File: src/rtl/alu_wide_sequencer.sv
`default_nettype none
// ============================================================================
// Module   : alu_wide_sequencer
// Function : Runs a 32-bit ADD/SUB/AND/XOR as two 16-bit ALU passes, low
//            half then high half, carry chained through the ALU's C flag.
// Revision : 1.0
// ============================================================================
module alu_wide_sequencer (
    input  logic        Clock,
    input  logic        Reset,
    input  logic        Start,
    input  logic [1:0]  Op,
    input  logic [31:0] OpA,
    input  logic [31:0] OpB,
    output logic        Busy,
    output logic        Done,
    output logic [31:0] Result,
    output logic [3:0]  ResultFlags,
    output logic [15:0] AluA,
    output logic [15:0] AluB,
    output logic [4:0]  AluFunSel,
    output logic        AluWF,
    input  logic [15:0] AluOut,
    input  logic [3:0]  AluFlags
);

    localparam logic [1:0] c_OP_ADD = 2'b00;
    localparam logic [1:0] c_OP_SUB = 2'b01;
    localparam logic [1:0] c_OP_AND = 2'b10;
    localparam logic [1:0] c_OP_XOR = 2'b11;

    localparam logic [4:0] c_FS_PASS = 5'b10000;
    localparam logic [4:0] c_FS_ADD  = 5'b10100;
    localparam logic [4:0] c_FS_ADC  = 5'b10101;
    localparam logic [4:0] c_FS_SUB  = 5'b10110;
    localparam logic [4:0] c_FS_AND  = 5'b10111;
    localparam logic [4:0] c_FS_XOR  = 5'b11001;

    typedef enum logic [1:0] {
        S_IDLE = 2'd0,
        S_LO   = 2'd1,
        S_HI   = 2'd2,
        S_WB   = 2'd3
    } state_t;

    state_t      r_state;
    state_t      w_next;
    logic [31:0] r_a;
    logic [31:0] r_b;
    logic [1:0]  r_op;
    logic        r_done;
    logic [31:0] r_result;
    logic [3:0]  r_flags;
    logic [15:0] w_hi_b;
    logic        w_arith;

    assign w_arith = (r_op == c_OP_ADD) || (r_op == c_OP_SUB);
    // High half of SUB is A + ~B + C, so B is inverted before it reaches the ALU.
    assign w_hi_b  = (r_op == c_OP_SUB) ? ~r_b[31:16] : r_b[31:16];

    always_ff @(posedge Clock) begin
        if (Reset) begin
            r_state  <= S_IDLE;
            r_a      <= '0;
            r_b      <= '0;
            r_op     <= c_OP_ADD;
            r_done   <= 1'b0;
            r_result <= '0;
            r_flags  <= '0;
        end else begin
            r_state <= w_next;
            r_done  <= (r_state == S_WB);
            case (r_state)
                S_IDLE: begin
                    if (Start) begin
                        r_a  <= OpA;
                        r_b  <= OpB;
                        r_op <= Op;
                    end
                end
                S_LO: r_result[15:0]  <= AluOut;
                S_HI: r_result[31:16] <= AluOut;
                S_WB: begin
                    // ALU Z only covers the high half, so Z is rebuilt over 32 bits.
                    r_flags[3] <= (r_result == 32'd0);
                    r_flags[2] <= w_arith ? AluFlags[2] : 1'b0;
                    r_flags[1] <= r_result[31];
                    r_flags[0] <= w_arith ? AluFlags[0] : 1'b0;
                end
                default: ;
            endcase
        end
    end

    always_comb begin
        w_next    = r_state;
        AluA      = 16'd0;
        AluB      = 16'd0;
        AluFunSel = c_FS_PASS;
        AluWF     = 1'b0;
        case (r_state)
            S_IDLE: if (Start) w_next = S_LO;
            S_LO: begin
                w_next = S_HI;
                AluA   = r_a[15:0];
                AluB   = r_b[15:0];
                AluWF  = 1'b1;
                case (r_op)
                    c_OP_ADD: AluFunSel = c_FS_ADD;
                    c_OP_SUB: AluFunSel = c_FS_SUB;
                    c_OP_AND: AluFunSel = c_FS_AND;
                    default:  AluFunSel = c_FS_XOR;
                endcase
            end
            S_HI: begin
                w_next = S_WB;
                AluA   = r_a[31:16];
                AluB   = w_hi_b;
                AluWF  = 1'b1;
                case (r_op)
                    c_OP_ADD, c_OP_SUB: AluFunSel = c_FS_ADC;
                    c_OP_AND:           AluFunSel = c_FS_AND;
                    default:            AluFunSel = c_FS_XOR;
                endcase
            end
            S_WB: begin
                w_next = S_IDLE;
                AluA   = r_a[31:16];
                AluB   = w_hi_b;
            end
            default: w_next = S_IDLE;
        endcase
    end

    assign Busy        = (r_state != S_IDLE);
    assign Done        = r_done;
    assign Result      = r_result;
    assign ResultFlags = r_flags;

endmodule
`default_nettype wire

File: config.mk
export PLATFORM = sky130hd
export DESIGN_NAME = alu_wide_sequencer
export DESIGN_NICKNAME = d
export VERILOG_FILES = /design/src/rtl/alu_wide_sequencer.sv
export SDC_FILE = /design/constraint.sdc
export NUM_CORES = 1
export LEC_CHECK = 0
export BUFFER_PORTS_ARGS = -buffer_cell sky130_fd_sc_hd__buf_2
export CORE_ASPECT_RATIO = 0.9
export CORE_UTILIZATION = 49
export CTS_CLUSTER_SIZE = 28
export DETAILED_ROUTE_END_ITERATION = 7
export PLACE_DENSITY = 0.77
export SETUP_SLACK_MARGIN = 0.5
export SLEW_MARGIN = 10
export SYNTH_ARGS = -nofsm -noshare
export SYNTH_HDL_FRONTEND = slang
export SYNTH_SLANG_ARGS = --single-unit
File: constraint.sdc
create_clock -name Clock -period 2.1 [get_ports Clock]
set_clock_uncertainty 0.2 [all_clocks]
set_input_delay 0.42 -clock Clock [delete_from_list [all_inputs] [get_ports Clock]]
set_output_delay 0.42 -clock Clock [all_outputs]
set_load 0.03 [all_outputs]
==> results of run 1 <==
-- through the flow --
stage	cells	utilization	hold WS (ns)	setup WS, ns
floorplan	550	-	0.236	0.170
global placement	811	0.689	0.244	-0.00980
detailed placement	811	0.689	0.249	-0.0473
CTS	871	0.916	0.0678	-0.345
-- routing by layer --
metal  overflow  global-route usage
met1          1               0.712
met2         71               0.993
met3          2               0.486
met4         59               0.941
met5          0              0.0220
-- cell usage after synthesis, drive strengths merged, types with 2 or more instances --
cell type    n  area, sq um
nand4        2         12.5
nor2        68          255
mux2i       33          330
nand2      135          509
and2         2         13.8
o21ai        2         10.0
a21oi       69          345
ha          11          138
nor2b        2         12.5
clkbuf      14         52.6
nor4         8         50.1
dfxtp      105         2100
xor2        16          140
a22oi       34          255
inv          8         30.0
o211ai       2         15.0
buf         31          220
-- logic make-up after synthesis --
kind of cell	synth area share
AO/OA/AOI/OAI	0.144
XOR/XNOR	0.0308
adder cells (fa/ha/maj)	0.0303
buffers and inverters	0.0666
flip-flops	0.462
multiplexers	0.0727
other	0.000825
AND/OR/NAND/NOR	0.192
-- timing repair --
action	CTS
buffers inserted	25
setup endpoints to repair	118
endpoints found under the hold margin	0
gates resized for setup	311
pin swaps	97
cloned	19
==> results.md, run 1 <==
- Synth Flop Type: dfxtp_1
- Exit stage: 5_1_grt
- Worst_ep kind: output port
- Clock Root Buffer: clkbuf_8
- RePlAce Congestion: slightly above 0.8
- Gr usage total: 0.749
- Starting Density: 0.518
- Status: did not finish
- Largest net degree at the start of global routing: 53
- Total grt overflow: 133
- Post-synth EDFFs: 0
- Yosys reg bits: about 110
- Register area share after synthesis: 0.462
- Fraction of registers with async set or reset after synthesis: 0
- Port bufs: around 160
- Mapped cell area: around 4500 sq um
- Halt Reason: [ERROR GRT-0232] Routing congestion too high. Check the congestion heatmap in the GUI.
- CTS Buf Count: 9
- Initial antenna violation count: 6
- Synth warnings: 0
- Synthesized instance count: 550
- Core Rows: 32
- DP Area: between 6000 and 7000 sq um
- CTS Hold Buffers Added: 0
- Die Y: slightly above 90 um
- Net Count, Synth: 650
- Max clock buf depth: 2
- Worst setup endpoint GRT: AluB[15]
- Hpwl dp: approximately 8500 um
- Htree depth: 3
- Unique masters post-synth: 29
- Sink Count: about 110
- I/O pin count: roughly 170
- Die width: just over 100 um
- Synth Area per Inst: between 8 and 9 sq um
==> run 2: changes to the inputs <==
--- a/config.mk
+++ b/config.mk
@@ -6,12 +6,9 @@
 export NUM_CORES = 1
 export LEC_CHECK = 0
 export BUFFER_PORTS_ARGS = -buffer_cell sky130_fd_sc_hd__buf_2
-export CORE_ASPECT_RATIO = 0.9
-export CORE_UTILIZATION = 49
-export CTS_CLUSTER_SIZE = 28
+export CORE_UTILIZATION = 35
 export DETAILED_ROUTE_END_ITERATION = 7
-export PLACE_DENSITY = 0.77
-export SETUP_SLACK_MARGIN = 0.5
+export PLACE_DENSITY_LB_ADDON = 0.15
 export SLEW_MARGIN = 10
 export SYNTH_ARGS = -nofsm -noshare
 export SYNTH_HDL_FRONTEND = slang
==> results.md, run 2 <==
- Most frequent cell after synthesis: nand2_1 (unchanged)
- DRT iter0 DRCs: approximately 140
- Fraction of registers with async set or reset after synthesis: 0 (unchanged)
- Synth area leader: dfxtp_1 (unchanged)
- Kind of start point of the critical path: flop
- Unique masters post-synth: 29 (unchanged)
- Net Count, Synth: 650 (unchanged)
- Max Slew Vio Count: 0
- Yosys reg bits: 105 (unchanged)
- Clock power frac: 0.183
- Sink Count: 105 (unchanged)
- Pwr/cell area: approximately 1400 nW/um^2
- Max clock buf depth: 2 (unchanged)
- Wire per inst: roughly 15 um
- R2R Setup Slk: roughly 0.20 ns
- Synth Area per Inst: 8.26 sq um (unchanged)
- Fin worst setup slack: -0.314 ns
- Combinational share of power: 0.509
- Gr usage total: 0.198
- CP Class: flop to output pin
- Largest cells by area after synthesis: dfxtp_1 46%, nand2_1 11%, a21oi_1 7.6% (unchanged)
- CTS Buf Count: 9 (unchanged)
- Total grt overflow: 0
- Final setup vio count: 36
- Area grow syn2layout: 42.2%
- Worst-path clk slew: roughly 0.07 ns
- I/O pin count: 165 (unchanged)
- Top post-synthesis cells by count: 134 x nand2_1, 105 x dfxtp_1, 69 x a21oi_1 (unchanged)
- Total Wirelength: between 10000 and 15000 um
- Net Sw Frac: 0.408
- Clock Root Buffer: clkbuf_16 (was clkbuf_8)
- Port bufs: 161 (unchanged)
- Critical Path Max Stage Delay: about 0.35 ns
- Peak VDD IR: 0.848 mV
- Crit. End Element: output pin
- Vias in the first global route: 4047
- Post-synth EDFFs: 0 (unchanged)
- Area of the core: 12600 sq um
- Worst hold margin: around 0.11 ns
- Hpwl dp: 8740 um (was 8530 um)
- Worst Hold Class: input port to flop
- Worst path slowest cell: dfxtp_2
- First-pass GRT wire length: between 20000 and 25000 um
- Max Cap Viol: 0
- Synthesized instance count: 550 (unchanged)
- Filler cells: roughly 1300
- Mapped cell area: 4550 sq um (unchanged)
- RePlAce Congestion: 0.747 (was 0.830)
- Reg power frac: 0.308
- Cell Chain, Critical Path: inv_2 > ha_4 > or2_4 > buf_8 > a22oi_2 > nor2_1 > buf_4
- Area of the die: 13400 sq um
- Post-layout util: 0.512
- Fmax: around 410 MHz
- Post-route cell area: approximately 6500 sq um
- Starting Density: 0.360 (was 0.518)
- Net Sw Power: between 3 and 4 mW
- Max FO, Critical Path: 7
- Status: finished, violations left (was did not finish)
- Htree depth: 3 (unchanged)
- Req. time, crit path: ~1.5 ns
- CTS tree: built
- Share of cells above drive strength 1: 0.384
- Clk_lat worst skew: around 0.34 ns
- RSZ-0062 raised after global routing: true
- Crit path time final: approximately 2.4 ns
- Detailed Routing Iterations Pass 1: 4
- Synth Flop Type: dfxtp_1 (unchanged)
- Leak: 2.74 nW
- Synth top area share: 0.462 (unchanged)
- Synth warnings: 0 (unchanged)
- Die width: 116 um (was 104 um)
- Slew HR: 0.592
- Total Power: around 8.8 mW
- Layout Nets: a little over 800
- Commonest non-fill, non-tap cell in the layout: nand2_1
- Failing checks: setup timing
- DP Area: 5570 sq um (was 6040 sq um)
- Number of remaining DRC errors: 0
- Fin cells: 887
- Fin crit share: 1.15
- Int Pwr: around 5.2 mW
- Register area share after synthesis: 0.462 (unchanged)
- Most frequent cells in the layout: 134 x nand2_1, 125 x buf_2, 102 x dfxtp_1
- Placed Cells: 858 (was 811)
- Final hold vios: 0
- Core Rows: 41 (was 32)
- Worst path arrival time: roughly 1.8 ns
- Via/cell ratio: between 4 and 5
- DR vias: approximately 4300
- Die Y: 116 um (was 93.4 um)
- Post-DRT Antenna Nets: 0
- Initial antenna violation count: 1
- Largest net degree at the start of global routing: between 50 and 60
- Worst-Margin Slew: around 0.61 ns
run 2: cell counts after synthesis:
Identical to the previous run, type by type.
run 2: power groups by stage:
stage,Sequential (mW),Clock (mW),Combinational [mW]
after global placement,2.68,0,3.52
final,2.70,1.61,4.46
after CTS,2.69,1.66,4.19
after global routing,2.75,1.75,4.82
after floorplan,2.94,0,2.28
after detailed placement,2.70,0,3.56
run 2: cell families (layout without fill, tap and decap cells):
family / after synthesis / count (layout) / share of synthesized area
simple gates: 220 / 220 / 0.192
compound gates: 111 / 111 / 0.144
flops: 105 / 105 / 0.462
buf+inv: 53 / 216 / 0.0666
mux: 33 / 33 / 0.0727
xor+xnor: 16 / 16 / 0.0308
fa+ha+maj: 11 / 11 / 0.0303
other cells: 1 / 3 / 0.000825
run 2: final cells by class:
type                    instances  area [sq um]  share of cell area
well taps                     172           215              0.0333
diodes                          2          5.00            0.000774
repair buffers                193          1410               0.219
multi-input cells             392          2410               0.373
clock inverters                 2          12.5             0.00194
clock buffers                  13           270              0.0418
flip-flops and latches        105          2110               0.326
inverters                       8          32.5             0.00503
run 2: repair_timing:
item / 4_1_cts / 5_1_grt
hold endpoints to repair: 0 / 0
pin swaps: 5 / 12
resized for setup: 88 / 37
cloned: 4 / 1
setup endpoints to repair: 37 / 37
setup buffers: 1 / 6
hold buffers: 0 / 0
run 2: metrics by stage:
step | worst slack, ns | setup TNS, ns
after CTS | -0.317 | -9.19
after detailed placement | 0.00234 | 0
after floorplan | -0.0128 | -0.0128
after global placement | 0.00694 | 0
after global routing | -0.382 | -11.96
final | -0.314 | -8.91
run 2: worst paths after layout:
check                         endpoint  cells after the start                     from
setup reg to reg   r_b[2]$_SDFFE_PP0P_                      8  r_state[0]$_SDFFE_PP0P_
setup / recovery              AluA[14]                      7  r_state[0]$_SDFFE_PP0P_
hold reg to reg   r_a[22]$_SDFFE_PP0P_                      2     r_a[22]$_SDFFE_PP0P_
hold / removal    r_a[15]$_SDFFE_PP0P_                      3                  OpA[15]
run 2: critical path: cells and delay by family (launching register included):
family | cells | cell delay (ns)
adders and majority gates | 1 | 0.15
and+or+nand+nor | 2 | 0.41
buffers and inverters | 3 | 0.40
DFF | 1 | 0.35
AOI/OAI and AO/OA | 1 | 0.14
run 2: per-layer routing:
layer	vias up	global-route usage	wire [um]
met3	5	0.0706	864
met4	0	0.0436	63
met5	-	0	0
li1	2152	-	-
met2	120	0.338	6310
met1	2018	0.239	5790
(Power assumes the default switching activity.)
